### src/rtl/aurora_gt_pkg.sv
// Shared types and helpers for the Aurora GT lane router.
//  state_t          : lane router supervisor states
//  IDLE_TXP/TXN     : static level driven on GT TX lanes outside the active window
//  lane_base_valid(): checks that a requested window fits inside the GT lanes
package aurora_gt_pkg;

    typedef enum logic [1:0] {
        RST_HOLD = 2'd0,
        WAIT_UP  = 2'd1,
        UP       = 2'd2
    } state_t;

    localparam logic IDLE_TXP = 1'b0;
    localparam logic IDLE_TXN = 1'b1;

    // A window starting at base is usable only if all Aurora lanes land on real GT lanes.
    function automatic logic lane_base_valid(input int unsigned base,
                                             input int unsigned n_aurora,
                                             input int unsigned n_gt);
        return (base + n_aurora) <= n_gt;
    endfunction

endpackage

### src/rtl/aurora_gt_lane_router_if.sv
// Control/status bundle between kernel control logic (master) and the lane router (slave).
//  cfg_valid/cfg_ready/cfg_lane_base : remap request handshake
//  cfg_err                           : one-cycle reject pulse for an out-of-range base
//  status_*                          : link state, active window base, retry count
interface aurora_gt_lane_router_if #(
    parameter int unsigned SEL_W = 2
);
    logic             cfg_valid;
    logic             cfg_ready;
    logic [SEL_W-1:0] cfg_lane_base;
    logic             cfg_err;
    logic             status_link_up;
    logic [SEL_W-1:0] status_lane_base;
    logic [7:0]       status_retry_cnt;

    modport master (
        output cfg_valid, cfg_lane_base,
        input  cfg_ready, cfg_err, status_link_up, status_lane_base, status_retry_cnt
    );

    modport slave (
        input  cfg_valid, cfg_lane_base,
        output cfg_ready, cfg_err, status_link_up, status_lane_base, status_retry_cnt
    );
endinterface

### src/rtl/sync_2ff.sv
// Two-flop synchroniser for a single asynchronous level.
//  clk, rst_n : destination clock and synchronous active-low reset
//  d          : asynchronous input
//  q          : synchronised output (2-3 cycle latency)
module sync_2ff (
    input  logic clk,
    input  logic rst_n,
    input  logic d,
    output logic q
);
    (* ASYNC_REG = "TRUE" *) logic meta;
    (* ASYNC_REG = "TRUE" *) logic sync;

    always_ff @(posedge clk) begin
        if (!rst_n) begin
            meta <= 1'b0;
            sync <= 1'b0;
        end else begin
            meta <= d;
            sync <= meta;
        end
    end

    assign q = sync;
endmodule

### src/rtl/aurora_gt_lane_router.sv
// Routes NUM_AURORA_LANES contiguous Aurora lanes onto a runtime-selectable window of
// the QSFP GT lanes, sequences the Aurora reset around each remap and supervises
// channel-up with timeout and automatic retry.
//  ap_clk, ap_rst_n          : control clock, synchronous active-low reset
//  GT_SERIAL_RX/TX_*         : board GT serial pins
//  AuroraGT_rx*/tx*          : Aurora core serial pins
//  cfg                       : remap request handshake and status (slave side)
//  aurora_reset              : Aurora reset_pb/pma_init, active high
//  aurora_channel_up         : Aurora channel_up, asynchronous to ap_clk
module aurora_gt_lane_router
    import aurora_gt_pkg::*;
#(
    parameter int unsigned NUM_GT_LANES      = 4,
    parameter int unsigned NUM_AURORA_LANES  = 2,
    parameter int unsigned DEFAULT_BASE      = 0,
    parameter int unsigned RESET_HOLD_CYCLES = 256,
    parameter int unsigned UP_TIMEOUT        = 1048576,
    parameter int unsigned SEL_W             = (NUM_GT_LANES > 1) ? $clog2(NUM_GT_LANES) : 1
) (
    input  logic                        ap_clk,
    input  logic                        ap_rst_n,
    input  logic [NUM_GT_LANES-1:0]     GT_SERIAL_RX_rxp,
    input  logic [NUM_GT_LANES-1:0]     GT_SERIAL_RX_rxn,
    output logic [NUM_GT_LANES-1:0]     GT_SERIAL_TX_txp,
    output logic [NUM_GT_LANES-1:0]     GT_SERIAL_TX_txn,
    output logic [NUM_AURORA_LANES-1:0] AuroraGT_rxp,
    output logic [NUM_AURORA_LANES-1:0] AuroraGT_rxn,
    input  logic [NUM_AURORA_LANES-1:0] AuroraGT_txp,
    input  logic [NUM_AURORA_LANES-1:0] AuroraGT_txn,
    aurora_gt_lane_router_if.slave      cfg,
    output logic                        aurora_reset,
    input  logic                        aurora_channel_up
);

    localparam int unsigned HOLD_W = (RESET_HOLD_CYCLES > 2) ? $clog2(RESET_HOLD_CYCLES) : 1;
    localparam int unsigned TO_W   = $clog2(UP_TIMEOUT);

    state_t            state, state_nxt;
    logic [HOLD_W-1:0] hold_cnt, hold_nxt;
    logic [TO_W-1:0]   to_cnt, to_nxt;
    logic [SEL_W-1:0]  active_base, base_nxt;
    logic [7:0]        retry_cnt, retry_nxt;
    logic              err_nxt;
    logic              cu_s;
    logic              accept_c;

    logic              aurora_reset_q;
    logic              cfg_ready_q;
    logic              cfg_err_q;
    logic              link_up_q;

    // Channel-up crosses into ap_clk here.
    sync_2ff u_cu_sync (
        .clk   (ap_clk),
        .rst_n (ap_rst_n),
        .d     (aurora_channel_up),
        .q     (cu_s)
    );

    // cfg_ready_q is high exactly while the FSM is in WAIT_UP or UP.
    assign accept_c = cfg.cfg_valid && cfg_ready_q;

    // Next-state, counters and request handling; an accepted request overrides
    // any timeout or channel-up transition in the same cycle.
    always_comb begin
        state_nxt = state;
        hold_nxt  = hold_cnt;
        to_nxt    = to_cnt;
        base_nxt  = active_base;
        retry_nxt = retry_cnt;
        err_nxt   = 1'b0;

        case (state)
            RST_HOLD: begin
                hold_nxt = hold_cnt + HOLD_W'(1);
                if (hold_cnt == HOLD_W'(RESET_HOLD_CYCLES - 1)) begin
                    state_nxt = WAIT_UP;
                    to_nxt    = '0;
                end
            end
            WAIT_UP: begin
                to_nxt = to_cnt + TO_W'(1);
                if (cu_s) begin
                    state_nxt = UP;
                end else if (to_cnt == TO_W'(UP_TIMEOUT - 1)) begin
                    state_nxt = RST_HOLD;
                    hold_nxt  = '0;
                    retry_nxt = (retry_cnt == 8'hFF) ? retry_cnt : retry_cnt + 8'd1;
                end
            end
            UP: begin
                if (!cu_s) begin
                    state_nxt = WAIT_UP;
                    to_nxt    = '0;
                end
            end
            default: begin
                state_nxt = RST_HOLD;
                hold_nxt  = '0;
            end
        endcase

        if (accept_c) begin
            if (lane_base_valid(32'(cfg.cfg_lane_base), NUM_AURORA_LANES, NUM_GT_LANES)) begin
                state_nxt = RST_HOLD;
                hold_nxt  = '0;
                base_nxt  = cfg.cfg_lane_base;
                retry_nxt = '0;
            end else begin
                err_nxt = 1'b1;
            end
        end
    end

    // State, counters and registered outputs decoded from the next state.
    always_ff @(posedge ap_clk) begin
        if (!ap_rst_n) begin
            state          <= RST_HOLD;
            hold_cnt       <= '0;
            to_cnt         <= '0;
            active_base    <= SEL_W'(DEFAULT_BASE);
            retry_cnt      <= '0;
            aurora_reset_q <= 1'b1;
            cfg_ready_q    <= 1'b0;
            cfg_err_q      <= 1'b0;
            link_up_q      <= 1'b0;
        end else begin
            state          <= state_nxt;
            hold_cnt       <= hold_nxt;
            to_cnt         <= to_nxt;
            active_base    <= base_nxt;
            retry_cnt      <= retry_nxt;
            aurora_reset_q <= (state_nxt == RST_HOLD);
            cfg_ready_q    <= (state_nxt != RST_HOLD);
            cfg_err_q      <= err_nxt;
            link_up_q      <= (state_nxt == UP);
        end
    end

    assign aurora_reset          = aurora_reset_q;
    assign cfg.cfg_ready         = cfg_ready_q;
    assign cfg.cfg_err           = cfg_err_q;
    assign cfg.status_link_up    = link_up_q;
    assign cfg.status_lane_base  = active_base;
    assign cfg.status_retry_cnt  = retry_cnt;

    // RX: Aurora lane i takes GT lane active_base+i.
    assign AuroraGT_rxp = NUM_AURORA_LANES'(GT_SERIAL_RX_rxp >> active_base);
    assign AuroraGT_rxn = NUM_AURORA_LANES'(GT_SERIAL_RX_rxn >> active_base);

    // TX: Aurora lanes shifted into the window; lanes outside it sit at static idle.
    logic [NUM_GT_LANES-1:0] win_mask;
    logic [NUM_GT_LANES-1:0] tx_p_sh;
    logic [NUM_GT_LANES-1:0] tx_n_sh;

    assign win_mask = NUM_GT_LANES'({NUM_AURORA_LANES{1'b1}}) << active_base;
    assign tx_p_sh  = NUM_GT_LANES'(AuroraGT_txp) << active_base;
    assign tx_n_sh  = NUM_GT_LANES'(AuroraGT_txn) << active_base;

    for (genvar g = 0; g < NUM_GT_LANES; g++) begin : g_gt_tx
        assign GT_SERIAL_TX_txp[g] = win_mask[g] ? tx_p_sh[g] : IDLE_TXP;
        assign GT_SERIAL_TX_txn[g] = win_mask[g] ? tx_n_sh[g] : IDLE_TXN;
    end

endmodule

### src/flat_wrapper.sv
// flat-port wrapper written by rule: the top's interface ports become plain ports
module aurora_gt_lane_router_flat import aurora_gt_pkg::*;
#(
    parameter int unsigned NUM_GT_LANES      = 4,
    parameter int unsigned NUM_AURORA_LANES  = 2,
    parameter int unsigned DEFAULT_BASE      = 0,
    parameter int unsigned RESET_HOLD_CYCLES = 256,
    parameter int unsigned UP_TIMEOUT        = 1048576,
    parameter int unsigned SEL_W             = (NUM_GT_LANES > 1) ? $clog2(NUM_GT_LANES) : 1
)
  (ap_clk, ap_rst_n, GT_SERIAL_RX_rxp, GT_SERIAL_RX_rxn, GT_SERIAL_TX_txp, GT_SERIAL_TX_txn, AuroraGT_rxp, AuroraGT_rxn, AuroraGT_txp, AuroraGT_txn, aurora_reset, aurora_channel_up, cfg_cfg_valid, cfg_cfg_lane_base, cfg_cfg_ready, cfg_cfg_err, cfg_status_link_up, cfg_status_lane_base, cfg_status_retry_cnt);
  aurora_gt_lane_router_if #(.SEL_W(SEL_W)) cfg_i ();
  input  logic ap_clk;
  input  logic ap_rst_n;
  input  logic [NUM_GT_LANES-1:0] GT_SERIAL_RX_rxp;
  input  logic [NUM_GT_LANES-1:0] GT_SERIAL_RX_rxn;
  output logic [NUM_GT_LANES-1:0] GT_SERIAL_TX_txp;
  output logic [NUM_GT_LANES-1:0] GT_SERIAL_TX_txn;
  output logic [NUM_AURORA_LANES-1:0] AuroraGT_rxp;
  output logic [NUM_AURORA_LANES-1:0] AuroraGT_rxn;
  input  logic [NUM_AURORA_LANES-1:0] AuroraGT_txp;
  input  logic [NUM_AURORA_LANES-1:0] AuroraGT_txn;
  output logic aurora_reset;
  input  logic aurora_channel_up;
  input wire logic [$bits(cfg_i.cfg_valid)-1:0] cfg_cfg_valid;
  input wire logic [$bits(cfg_i.cfg_lane_base)-1:0] cfg_cfg_lane_base;
  output wire logic [$bits(cfg_i.cfg_ready)-1:0] cfg_cfg_ready;
  output wire logic [$bits(cfg_i.cfg_err)-1:0] cfg_cfg_err;
  output wire logic [$bits(cfg_i.status_link_up)-1:0] cfg_status_link_up;
  output wire logic [$bits(cfg_i.status_lane_base)-1:0] cfg_status_lane_base;
  output wire logic [$bits(cfg_i.status_retry_cnt)-1:0] cfg_status_retry_cnt;
  assign cfg_i.cfg_valid = cfg_cfg_valid;
  assign cfg_i.cfg_lane_base = cfg_cfg_lane_base;
  assign cfg_cfg_ready = cfg_i.cfg_ready;
  assign cfg_cfg_err = cfg_i.cfg_err;
  assign cfg_status_link_up = cfg_i.status_link_up;
  assign cfg_status_lane_base = cfg_i.status_lane_base;
  assign cfg_status_retry_cnt = cfg_i.status_retry_cnt;
  aurora_gt_lane_router #(.NUM_GT_LANES(NUM_GT_LANES), .NUM_AURORA_LANES(NUM_AURORA_LANES), .DEFAULT_BASE(DEFAULT_BASE), .RESET_HOLD_CYCLES(RESET_HOLD_CYCLES), .UP_TIMEOUT(UP_TIMEOUT), .SEL_W(SEL_W)) u_core (.ap_clk(ap_clk), .ap_rst_n(ap_rst_n), .GT_SERIAL_RX_rxp(GT_SERIAL_RX_rxp), .GT_SERIAL_RX_rxn(GT_SERIAL_RX_rxn), .GT_SERIAL_TX_txp(GT_SERIAL_TX_txp), .GT_SERIAL_TX_txn(GT_SERIAL_TX_txn), .AuroraGT_rxp(AuroraGT_rxp), .AuroraGT_rxn(AuroraGT_rxn), .AuroraGT_txp(AuroraGT_txp), .AuroraGT_txn(AuroraGT_txn), .cfg(cfg_i), .aurora_reset(aurora_reset), .aurora_channel_up(aurora_channel_up));
endmodule
### config.mk
export PLATFORM = sky130hd
export DESIGN_NAME = aurora_gt_lane_router_flat
export DESIGN_NICKNAME = d
export VERILOG_FILES = /design/src/rtl/aurora_gt_pkg.sv /design/src/rtl/aurora_gt_lane_router_if.sv /design/src/rtl/sync_2ff.sv /design/src/rtl/aurora_gt_lane_router.sv /design/src/flat_wrapper.sv
export SDC_FILE = /design/constraint.sdc
export NUM_CORES = 1
export LEC_CHECK = 0
export CORE_UTILIZATION = 53
export CTS_CLUSTER_SIZE = 25
export DETAILED_ROUTE_END_ITERATION = 12
export PLACE_DENSITY_LB_ADDON = 0.08
export SYNTH_ARGS = -nofsm -noshare
export SYNTH_HDL_FRONTEND = slang
export SYNTH_HIERARCHICAL = 1
export SYNTH_SLANG_ARGS = --single-unit
### constraint.sdc
create_clock -name ap_clk -period 2 [get_ports ap_clk]
set_input_delay 0.3 -clock ap_clk [delete_from_list [all_inputs] [get_ports ap_clk]]
set_output_delay 0.3 -clock ap_clk [all_outputs]
set_load 0.05 [all_outputs]
==> summary.txt <==
Outcome
  – Outcome: finished with violations
  – Failing checks: design-rule violations

Clock tree
  – Htree depth: 2
  – Sink Count: 46
  – Clock buffer depth: 2
  – CTS root buffer: clkbuf_8
  – Clk_lat worst skew: 0.30 ns
  – CTS Hold Buffers Added: 0
  – CTS tree: built
  – Post-cts gate resize count: 1
  – Num CTS Buffers: 5
  – Post-CTS Setup Bufs: 0
  – Clock-pin slew of the registers on the worst-case setup and hold paths: 0.09 ns

Timing
  – Slew Viols, Final: 0
  – Period utilization: 94.40%
  – Hold Worst Slack: 0.4541 ns
  – Rel. slew slack: 51.74%
  – Clock Skews: 0.01336 ns
  – Hold Vio Cnt, Final: 0
  – Final min period: 1.888 ns
  – Max Freq: 529.7 MHz
  – Unrepaired setup endpoints after global routing: no
  – Slew @ Worst Pin: 0.7183 ns
  – Setup-failing EPs final: 0
  – TNS Setup: 0 ns

Floorplanning
  – Full die area: 5088 sq um
  – Core Rows: 24
  – Chip Height: 71.33 um
  – Core Region: 4474 sq um
  – Initial Util: 56.94%
  – Die width: 71.33 um
  – # IOs: 44

Routing
  – Initial DRT Pass Iterations: 8
  – Final WL: 5885 um
  – Drt wl/cell: 14.57 um
  – Vias per cell: 5.983
  – DRT antenna net count: 0
  – Routed vias: 2417
  – Remaining DRCs: 4
  – Initial DRC count: 112

Critical path
  – CP arrival: 2.12 ns
  – Crit Path Class: flop to flop
  – Worst Path Max Fanout: 26
  – WP data required: 2.23 ns
  – Type of origin of the critical path: flop
  – Crit end category: flop
  – Worst-case reg-to-reg path depth: 6

Cells and area
  – Share of cells above drive strength 1: 17.33%
  – Final Util: 74.94%
  – Area of the multi-input gates: 1541 sq um
  – Seq. cell area: 927.1 sq um
  – Nets: 374
  – Antenna Cells: 0
  – Area grow syn2layout: 31.63%
  – FILL cells: 321

Yosys
  – Sequential fraction of the synthesis area: 36.15%
  – Cell variety after synth: 54
  – Post-synthesis register bit count: 46
  – Yosys top cell by area: dfxtp_1
  – Synth top area cells: dfxtp_1 (36%), nand2_1 (5.3%), mux2i_1 (4.3%)
  – Post-synth EDFFs: 0
  – Prevailing post-synth register cell: dfxtp_1
  – Mean Syn Cell Area: 8.520 sq um
  – Commonest cells post-synth: dfxtp_1 (46), nand2_1 (36), a21oi_1 (21)
  – Synth async-reset ratio: 0%
  – Syn_nets: 321
  – Cell Area, Synth: 2547 sq um
  – Most common cell in the netlist: dfxtp_1
  – Synth top area share: 36.15%
  – Ys Warns: 6
  – Cell count after synthesis: 299

Power
  – Maximum VDD drop: 0.3844 mV
  – PwrDens: 490.8 nW/um^2
  – Leak: 1.130 nW

GRT
  – Largest net degree at the start of global routing: 27
  – Grt ovf: 0
  – Vias in the first global route: 2170
  – Total track usage: 23.81%
  – First-pass GRT wire length: 9729 um
  – Initial antenna violation count: 0

Job
  – Max-Cap Viols: 0

Hold path
  – WHS Path Cells: 1
  – Hold Path Class: flop to flop

Placement
  – DP Wirelength: 4188 um
  – IO Port Bufs: 43
  – RePlAce Congestion: 0.7969
## per-stage QoR
step | instances | setup slack (ns) | area, sq um | power [W]
after global routing | 404 | 0.01029 | 3353 | 0.001703
after CTS | 404 | 0.06140 | 3348 | 0.001661
after floorplan | 299 | 0.05403 | 2572 | 0.001028
after global placement | 397 | 0.1526 | 3266 | 0.001125
final | 404 | 0.1120 | 3353 | 0.001646
after detailed placement | 397 | 0.09258 | 3266 | 0.001129
## routing by layer
| layer | global-route usage, % | wire length, um | share of wire [%] |
|---|---|---|---|
| met4 | 8.000 | 48 | 0.82 |
| met2 | 41.80 | 2981 | 51 |
| met5 | 0 | 0 | 0 |
| met1 | 29.73 | 2661 | 45 |
| met3 | 3.797 | 193 | 3.3 |
## where the power goes
part | internal [W] | switching, W | leakage [nW] | total [W]
Clock | 0.000240 | 0.000300 | 0.0373 | 0.000540
Combinational | 0.0000918 | 0.0000857 | 0.719 | 0.000178
Sequential | 0.000921 | 0.00000696 | 0.373 | 0.000928
Total | 0.00125 | 0.000393 | 1.13 | 0.00165
## sequential cells by signal (all words and copies together), names as in the netlist
signal,flops
u_core/u_cu_sync/meta,1
u_core/state,2
u_core/hold_cnt,8
u_core/cfg.status_lane_base,2
u_core/to_cnt,20
u_core/cfg.cfg_ready,1
u_core/u_cu_sync/q,1
u_core/aurora_reset,1
u_core/cfg.cfg_err,1
u_core/cfg.status_retry_cnt,8
u_core/cfg.status_link_up,1
## cell type report
| cell class | instances | area share [%] |
|---|---|---|
| clock buffers | 6 | 2.164 |
| well taps | 52 | 1.940 |
| clock inverters | 1 | 0.2239 |
| multi-input cells | 230 | 45.97 |
| flip-flops and latches | 46 | 27.65 |
| inverters | 7 | 0.7836 |
| repair buffers | 62 | 21.27 |
## critical path, stage by stage (launching register included)
cell and delay [ns]:
dfxtp_1 0.37, ha_1 0.19, and3b_2 0.22, a311oi_4 0.15, buf_12 0.21, or4_1 0.51, a21oi_1 0.16
## worst paths after layout
path / start / to / slack, ns
worst max register to register: u_core/hold_cnt[1] / u_core/to_cnt[10] / 0.11
worst max-delay path: u_core/hold_cnt[1] / u_core/to_cnt[10] / 0.11
worst min register to register: u_core/u_cu_sync/meta / u_core/u_cu_sync/q / 0.45
worst min-delay path: u_core/u_cu_sync/meta / u_core/u_cu_sync/q / 0.45
## kinds of logic after synthesis
group	count (synthesis)	share of synthesized area, %
and+or+nand+nor	137	31.58
muxes	11	4.322
xor gates and xnor gates	8	2.751
AOI/OAI and AO/OA	70	18.52
adders and majority gates	4	1.965
DFF	46	36.15
buffers and inverters	23	4.715
## cells in the final DEF (no fill, tap or decap), types with 2 or more instances in the layout
cell type,netlist,layout
dfxtp_1,46,43
nand2_1,36,36
clkdlybuf4s50_1,0,29
buf_4,4,19
a21oi_1,21,19
buf_12,0,14
nand3_1,14,14
o31ai_1,13,13
o21ai_1,14,12
mux2i_1,11,11
or4_1,10,10
or3_1,10,10
nor2_1,9,9
nand4_1,9,9
and2_1,6,6
nand2b_1,6,6
clkbuf_8,0,5
inv_1,5,5
xor2_1,5,5
and4_1,5,5
o32ai_1,5,5
nor3_1,6,5
nor3b_1,4,4
ha_1,4,4
o21ai_2,1,3
nor2b_1,4,3
nor3_2,2,3
xnor2_1,3,3
nor4_1,3,3
inv_2,2,2
a211oi_1,2,2
a21oi_2,0,2
and3_1,2,2
nand4_2,2,2
o21ba_1,2,2
o41ai_1,2,2
nor4b_2,2,2
dfxtp_2,0,2
Note: power is estimated with default switching activity, not from simulation.
